===== config.mk =====
export PLATFORM = sky130hd
export DESIGN_NAME = sm510_ram_arbiter
export DESIGN_NICKNAME = d
export VERILOG_FILES = /design/src/rtl/sm510_ram_arbiter.sv
export SDC_FILE = /design/constraint.sdc
export NUM_CORES = 1
export LEC_CHECK = 0
export BUFFER_PORTS_ARGS = -buffer_cell sky130_fd_sc_hd__buf_2
export CAP_MARGIN = 20
export CORE_MARGIN = 3
export CORE_UTILIZATION = 50
export CTS_CLUSTER_SIZE = 30
export DETAILED_ROUTE_END_ITERATION = 16
export PLACE_DENSITY = 0.83
export SETUP_SLACK_MARGIN = 0.3
export SYNTH_ARGS = -nofsm -noshare
export SYNTH_HDL_FRONTEND = slang
export SYNTH_SLANG_ARGS = --single-unit

===== constraint.sdc =====
create_clock -name clk -period 3.7 [get_ports clk]
set_input_delay 0.37 -clock clk [delete_from_list [all_inputs] [get_ports clk]]
set_output_delay 0.37 -clock clk [all_outputs]
set_load 0.01 [all_outputs]

===== src/rtl/sm510_ram_arbiter.sv =====
// Single-port SM510 data RAM arbiter: CPU > RTC sequencer > LCD scanner, fixed priority,
// plus the HMS time save/restore FSM that moves HHMMSS BCD across six RAM nibbles.
module sm510_ram_arbiter #(
    parameter int AW = 7,
    parameter logic [AW-1:0] LCD_BASE = 7'h60
) (
    input  logic          clk,
    input  logic          rst,
    input  logic          cpu_tick,
    input  logic [AW-1:0] cpu_addr,
    input  logic          cpu_we,
    input  logic [3:0]    cpu_wdata,
    output logic [3:0]    cpu_rdata,
    input  logic          lcd_req,
    input  logic [4:0]    lcd_addr,
    output logic [3:0]    lcd_rdata,
    output logic          lcd_ack,
    input  logic          write_time,
    input  logic          read_time,
    input  logic [23:0]   hms_in,
    input  logic [AW-1:0] hms_loc,
    output logic [23:0]   hms_out,
    output logic          hms_rdy,
    output logic          busy,
    output logic [AW-1:0] ram_addr,
    output logic          ram_we,
    output logic [3:0]    ram_wdata,
    input  logic [3:0]    ram_rdata
);
    typedef enum logic [1:0] {IDLE, WRITE, READ, DONE} state_t;
    typedef enum logic [1:0] {OWN_NONE, OWN_CPU, OWN_LCD, OWN_RTC} own_t;

    state_t     state, state_n;
    own_t       own, owner_q;
    logic [2:0] idx, idx_n, rd_idx_q;
    logic       wt_q, rt_q, rd_tag_q;
    logic [3:0] cpu_hold, lcd_hold, wr_nib, hms_nib;
    logic [4:0] hms_sh;
    logic       wt_rise, rt_rise, start, rtc_go, pm;

    assign wt_rise = write_time & ~wt_q;
    assign rt_rise = read_time & ~rt_q;
    assign busy    = (state != IDLE);
    assign start   = (state == IDLE) && (wt_rise || rt_rise);
    // READ keeps the port one extra cycle (idx==6) while the last nibble comes back
    assign rtc_go  = (own == OWN_RTC) &&
                     ((state == WRITE) || (state == READ && idx < 3'd6));
    assign pm      = (hms_in[23:16] >= 8'h12);

    always_comb begin
        own = OWN_NONE;
        if (rst)          own = OWN_NONE;
        else if (cpu_tick) own = OWN_CPU;
        else if (busy)     own = OWN_RTC;
        else if (lcd_req)  own = OWN_LCD;
    end

    always_comb begin
        wr_nib = 4'h0;
        case (idx)
            3'd0:    wr_nib = {pm, hms_in[22:20]};
            3'd1:    wr_nib = hms_in[19:16];
            3'd2:    wr_nib = hms_in[15:12];
            3'd3:    wr_nib = hms_in[11:8];
            3'd4:    wr_nib = hms_in[7:4];
            3'd5:    wr_nib = hms_in[3:0];
            default: wr_nib = 4'h0;
        endcase
    end

    always_comb begin
        ram_addr  = '0;
        ram_we    = 1'b0;
        ram_wdata = 4'h0;
        case (own)
            OWN_CPU: begin
                ram_addr  = cpu_addr;
                ram_we    = cpu_we;
                ram_wdata = cpu_wdata;
            end
            OWN_LCD: ram_addr = LCD_BASE + AW'(lcd_addr);
            OWN_RTC: if (rtc_go) begin
                ram_addr  = hms_loc + AW'(idx);
                ram_we    = (state == WRITE);
                ram_wdata = wr_nib;
            end
            default: ;
        endcase
    end

    always_comb begin
        state_n = state;
        idx_n   = idx;
        case (state)
            IDLE: if (wt_rise) begin
                state_n = WRITE;
                idx_n   = 3'd0;
            end else if (rt_rise) begin
                state_n = READ;
                idx_n   = 3'd0;
            end
            WRITE: if (rtc_go) begin
                if (idx == 3'd5) state_n = DONE;
                else             idx_n   = idx + 3'd1;
            end
            READ: begin
                if (rtc_go) idx_n = idx + 3'd1;
                if (rd_tag_q && rd_idx_q == 3'd5) state_n = DONE;
            end
            DONE:    state_n = IDLE;
            default: state_n = IDLE;
        endcase
    end

    // read data goes only to whoever owned the port last cycle; others hold
    assign cpu_rdata = (owner_q == OWN_CPU) ? ram_rdata : cpu_hold;
    assign lcd_rdata = (owner_q == OWN_LCD) ? ram_rdata : lcd_hold;
    assign lcd_ack   = (owner_q == OWN_LCD);
    assign hms_sh    = 5'd20 - {rd_idx_q, 2'b00};
    assign hms_nib   = (rd_idx_q == 3'd0) ? {1'b0, ram_rdata[2:0]} : ram_rdata;

    always_ff @(posedge clk) begin
        if (rst) begin
            state    <= IDLE;
            idx      <= 3'd0;
            wt_q     <= 1'b0;
            rt_q     <= 1'b0;
            owner_q  <= OWN_NONE;
            rd_tag_q <= 1'b0;
            rd_idx_q <= 3'd0;
            cpu_hold <= 4'h0;
            lcd_hold <= 4'h0;
            hms_out  <= 24'h0;
            hms_rdy  <= 1'b0;
        end else begin
            state    <= state_n;
            idx      <= idx_n;
            wt_q     <= write_time;
            rt_q     <= read_time;
            owner_q  <= own;
            rd_tag_q <= rtc_go && (state == READ);
            rd_idx_q <= idx;
            cpu_hold <= cpu_rdata;
            lcd_hold <= lcd_rdata;
            if (start)
                hms_rdy <= 1'b0;
            else if (state_n == DONE && state != DONE)
                hms_rdy <= 1'b1;
            if (rd_tag_q)
                hms_out[hms_sh +: 4] <= hms_nib;
        end
    end
endmodule

==> results of run 1 <==
final cells by class:
| type | count | area (um2) |
|---|---|---|
| Clock inverter | 2 | 37.5 |
| Tap cell | 67 | 83.8 |
| Fill cell | 397 | 1630 |
| Clock buffer | 6 | 72.6 |
| Inverter | 17 | 63.8 |
| Timing Repair Buffer | 105 | 526 |
| Sequential cell | 46 | 921 |
| Multi-Input combinational cell | 214 | 1510 |
worst min-delay path by stage:
stage	start	end	cells past startpoint
CTS	lcd_req	owner_q[1]	2
detailed placement	hms_out[14]	hms_out[14]	2
global placement	hms_out[12]	hms_out[12]	2
floorplan	hms_out[12]	hms_out[12]	2
global route	lcd_req	owner_q[1]	2
finish	lcd_req	owner_q[1]	2
placed cells by master, fill, tap and decap left out, types with 2 or more instances in the layout:
master	count
nand2b_1	4
a21o_1	3
xor2_1	3
inv_1	17
nor4_1	2
dfxtp_1	46
a222oi_1	3
a221oi_1	3
mux2i_1	17
clkbuf_8	5
and4b_1	2
o21ai_0	13
nand2_1	15
nor2_1	37
nand3_1	2
xnor2_1	2
mux2_2	8
a22o_1	5
buf_2	105
nor2b_1	18
nand4_1	10
a22oi_1	10
ha_1	19
and3_1	2
a21oi_1	13
and2_1	3
nor3_1	3
sequential cells by signal (all words and copies together) (netlist names):
register and cells:
cpu_hold 4, hms_out 24, hms_rdy 1, idx 3, lcd_hold 4, owner_q 2, rd_idx_q 3, rd_tag_q 1
rt_q 1, state 2, wt_q 1
kinds of logic after synthesis:
family | Yosys count | share of synthesized area (%)
adder cells (fa/ha/maj) | 20 | 10.1
buffers and inverters | 32 | 4.93
multiplexers | 26 | 10.7
AO/OA/AOI/OAI | 60 | 16.0
AND/OR/NAND/NOR | 103 | 20.6
flip-flops | 46 | 36.0
XOR/XNOR | 5 | 1.71
per-stage QoR:
| step | power (uW) | setup slack (ns) | hold WS [ns] | utilization (%) |
|---|---|---|---|---|
| after global placement | 798 | 1.19 | 0.445 | 64.0 |
| after CTS | 1170 | 0.607 | 0.278 | 66.3 |
| final | 1160 | 0.916 | 0.286 | 66.4 |
| after floorplan | 711 | 1.70 | 0.476 | - |
| after detailed placement | 806 | 0.925 | 0.445 | 64.0 |
| after global routing | 1220 | 0.822 | 0.287 | 66.4 |
worst max-delay path, stage by stage (launching register included):
cell      delay, ns
dfxtp_1        0.42
inv_1          0.11
ha_1           0.26
nor3_2         0.31
o21ai_0        0.22
buf_2          0.23
a311oi_1       0.27
a22o_1         0.18
buf_2          0.13
per-layer routing:
layer,GRT usage [%],part of all wire [%],vias to the layer above
li1,-,-,1228
met1,25.6,43,1092
met2,38.3,48,96
met3,3.71,6.5,8
met4,7.47,1.7,0
met5,0,0,-
power by group:
group / leakage, uW / internal, uW / switching, uW / total, uW
Combinational: 0.00116 / 123 / 146 / 269
Sequential: 0.000373 / 511 / 14.7 / 526
Clock: 0.0000514 / 201 / 163 / 365
==> impl_results.md, run 1 <==
* Syn nets at 370
* Largest net degree at the start of global routing at 48
* Share of the synthesized area in the top cell type at 36.0%
* Number of global-route vias before repair at 2326
* Worst vdd rail ir drop at 0.197 mV
* Final net count at 467
* Clock transition at path regs at 0.08 ns
* Post-CTS Resized at 0
* # IOs at 105
* # diodes at 0
* Tot GR Track Use at 21.4%
* Minimum clock period at 2.78 ns
* Share of flip-flops with an asynchronous set or reset at 0%
* Cell Area, Synth at 2560 um2
* Syn avg cell area at 8.77 um2
* Clock Path Buffers at 2
* Die X at 77.6 um
* Setup CP Type: flip-flop to primary output
* Post-synthesis sequential area ratio at 36.0%
* Worst r2r path cells at 8
* Period Utilization, post-route at 75.2%
* Share of layout cells above drive strength 1 at 31.8%
* Top-count cell post-synth: dfxtp_1
* Number of post-CTS setup repair buffers at 0
* Later-pin clock latency in the skew report at 0.30 ns
* Yosys warnings at 0
* Largest area contributor in the netlist: dfxtp_1
* CTS tree: built
* Synth Register Bits at 46
* Synth top area cells: dfxtp_1, ha_1, mux2i_1
* Primary FF master, synth: dfxtp_1
* Slew @ Worst Pin at 0.809 ns
* Core area at 4850 um2
* Congestion Overflow GR at 0
* Max Fanout on Critical Path at 10
* Fmax at 359 MHz
* Dpl cell area at 3100 um2
* Design area at 3220 um2
* Initial antenna violation count at 0
* Rel. slew slack at 46.0%
* Max-cap check violation count at 0
* DP HPWL at 5.02 mm
* Power Density at 361 nW/um2
* Worst reg2reg setup slack at 1.46 ns
* Post-Place Cells at 448
* RD Place Congestion at 0.835
* Vias per Instance at 5.30
* Number of synthesized flops with an enable pin at 0
* DRC Markers at 0
* Die Ht at 77.6 um
* Commonest cells post-synth: dfxtp_1, nor2_1, ha_1
* Clk_skew at 0.00472 ns
* CP startpoint: state[0]
* Clk root buf: clkbuf_8
* Area Growth Syn to Fin at 25.6%
* Initial core utilization at 52.8%
* Setup_tns at 0 ns
* Reg2reg start: rd_idx_q[1]
* Drt pass-1 iters at 4
* Num CTS Buffers at 5
* Post-route ant nets at 0
* Lkg Pwr at 0.00158 uW
* RSZ-0062 raised after global routing: false
* Final hold violation count at 0
* DIE AREA at 6020 um2
* Post-Syn Instances at 292
* # rows at 25
* Worst EP arrival at 2.41 ns
* Synth cell types at 46
* Pins over their slew limit at 0
* Total Wirelength at 6.32 mm
* IO Port Bufs at 104
* Routed vias at 2424
* Post-CTS Hold Buffers at 0
* Worst EP required at 3.33 ns
* Worst R2R End: hms_out[18]
* Outcome: finished, final reports clean
* Crit end category: primary output
* Worst setup path endpoint: ram_wdata[3]
* CTS Sinks at 46
* Final setup fails at 0
* CP Launch Type: flip-flop
* H-tree levels at 2
* Starting DRT DRC Count at 165
* First-pass GRT wire length at 10.5 mm
* Hold Crit Class: input port to flip-flop
* Layout Cells excl Fill at 457
* Wire per inst at 13.8 um
(Power assumes the default switching activity.)
==> run 2, diff against run 1 <==
--- a/config.mk
+++ b/config.mk
@@ -8,10 +8,10 @@
 export BUFFER_PORTS_ARGS = -buffer_cell sky130_fd_sc_hd__buf_2
 export CAP_MARGIN = 20
 export CORE_MARGIN = 3
-export CORE_UTILIZATION = 50
+export CORE_UTILIZATION = 48
 export CTS_CLUSTER_SIZE = 30
 export DETAILED_ROUTE_END_ITERATION = 16
-export PLACE_DENSITY = 0.83
+export PLACE_DENSITY = 0.8
 export SETUP_SLACK_MARGIN = 0.3
 export SYNTH_ARGS = -nofsm -noshare
 export SYNTH_HDL_FRONTEND = slang
==> constraint.sdc (replaced) <==
create_clock -name clk -period 2.7 [get_ports clk]
set_input_delay 0.27 -clock clk [delete_from_list [all_inputs] [get_ports clk]]
set_output_delay 0.27 -clock clk [all_outputs]
set_load 0.01 [all_outputs]
==> run 2 against run 1 <==
Net effect: clock skew grew 0.0079 ns; largest power group unchanged; design area rose by 2.2%; combinational power increased by 45%; sequential share of layout area shrank 0.28 points; largest cell class unchanged; first-iteration DRC count fell by 42%; clock power increased by 40%; power is 40% higher; sequential power up 37%; critical path depth rose by 1.
==> impl_results.md, run 2 (synthesis gave the netlist of run 1 again) <==
* Outcome: finished, final reports clean
* Final net count at 470
* Post-route ant nets at 0
* Worst vdd rail ir drop at 0.236 mV
* Sequential Power Share at 44.5%
* Pint at 1160 uW
* Wire per inst at 14.0 um
* Switching share of power at 28.6%
* CP most frequent cell: inv_1
* DRC Markers at 0
* CP Launch Type: flip-flop
* Most frequent cells in the layout: buf_2, dfxtp_1, nor2_1
* Largest net degree at the start of global routing at 39
* Final setup fails at 0
* # rows at 25
* Final core utilization at 66.6%
* Layout Cells excl Fill at 460
* Congestion Overflow GR at 0
* Area Growth Syn to Fin at 28.4%
* Num CTS Buffers at 5
* IO Port Bufs at 104
* DP HPWL at 4.89 mm
* Minimum clock period at 2.30 ns
* Design area at 3290 um2
* Setup_tns at 0 ns
* Later-pin clock latency in the skew report at 0.30 ns
* CTS tree: built
* Routed vias at 2454
* Critical Path, Cell by Cell: inv_1 -> ha_2 -> inv_1 -> a21oi_1 -> o21ai_0 -> buf_4 -> a311oi_1 -> a22o_1 -> buf_2
* Worst EP required at 2.43 ns
* Number of global-route vias before repair at 2275
* Clk_skew at 0.0126 ns
* Dpl cell area at 3120 um2
* Vias per Instance at 5.33
* Hold_ws at 0.191 ns
* Logic pwr share at 24.0%
* H-tree levels at 2
* Clock transition at path regs at 0.08 ns
* Slew @ Worst Pin at 0.773 ns
* Switching power at 465 uW
* Clock power share at 31.5%
* Fmax at 435 MHz
* Reg with most FFs: hms_out
* Tot GR Track Use at 20.2%
* Power Density at 494 nW/um2
* Worst reg2reg setup slack at 0.55 ns
* Setup CP Type: flip-flop to primary output
* Lkg Pwr at 0.00161 uW
* # IOs at 105
* Clk root buf: clkbuf_8
* Total Wirelength at 6.42 mm
* Initial antenna violation count at 0
* Crit end category: primary output
* Drt pass-1 iters at 5
* Post-Place Cells at 450
* Worst EP arrival at 2.03 ns
* Core area at 4940 um2
* First-pass GRT wire length at 10.2 mm
* RD Place Congestion at 0.815
* Initial core utilization at 51.8%
* Rel. slew slack at 48.2%
* Share of layout cells above drive strength 1 at 35.1%
* Pins over their slew limit at 0
* Max FFs per register at 24
* RSZ-0062 raised after global routing: false
* Largest regs: hms_out: 24 flops, cpu_hold: 4 flops, lcd_hold: 4 flops
* CTS Sinks at 46
* Period Utilization, post-route at 85.2%
* Starting DRT DRC Count at 95
* Die X at 79.0 um
* Clock Path Buffers at 2
* DIE AREA at 6250 um2
* Final hold violation count at 0
* Commonest non-fill, non-tap cell in the layout: buf_2
* Die Ht at 79.0 um
* Slowest stage cell, crit path: dfxtp_2
* Max Fanout on Critical Path at 11
* Max-cap check violation count at 0
* # diodes at 0
* Critical Path Max Stage Delay at 0.35 ns
* Hold Crit Class: input port to flip-flop
## run 2: repair_timing
action	in CTS	in global routing
hold buffers	0	0
cloned	0	0
setup endpoints to repair	4	10
pin swaps	0	2
buffers inserted	0	2
endpoints found under the hold margin	0	0
gates resized for setup	3	11
## run 2: power groups by stage
stage          Clock [uW]  Sequential, uW  Combinational, uW
2_1_floorplan           0             730                244
4_1_cts               521             720                378
3_5_place_dp            0             735                371
5_1_grt               551             726                432
3_3_place_gp            0             734                362
6_report              512             723                391
## run 2: final timing paths
check / cells after the start / endpoint / start
worst max-delay path: 9 / ram_wdata[3] / state[0]
worst max register to register: 8 / hms_out[18] / rd_idx_q[1]
worst min register to register: 2 / hms_out[12] / hms_out[12]
worst min-delay path: 2 / owner_q[1] / lcd_req
## run 2: critical path: cells and delay by family, from the launching register on
| family | cells | cell delay (ns) |
|---|---|---|
| AOI/OAI and AO/OA | 4 | 0.63 |
| buffers and inverters | 4 | 0.51 |
| DFF | 1 | 0.35 |
| adders and majority gates | 1 | 0.24 |
## run 2: cell type report
type	count	area (um2)
Sequential cell	46	932
Clock inverter	3	43.8
Multi-Input combinational cell	214	1550
Tap cell	67	83.8
Fill cell	437	1650
Timing Repair Buffer	108	551
Clock buffer	5	68.8
Inverter	17	63.8
## run 2: routing by layer
metal  vias up  part of all wire (%)  track usage, %
li1       1237                     -               -
met1      1126                    44            25.6
met2        82                    48            35.0
met3         9                   6.1            3.85
met4         0                   1.4            5.84
met5         -                     0               0
## run 2: metrics by stage
step | worst slack [ns] | total power [uW]
after detailed placement | 0.510 | 1110
after global placement | 0.594 | 1100
after CTS | 0.222 | 1620
final | 0.400 | 1630
after global routing | 0.266 | 1710
after floorplan | 0.717 | 974
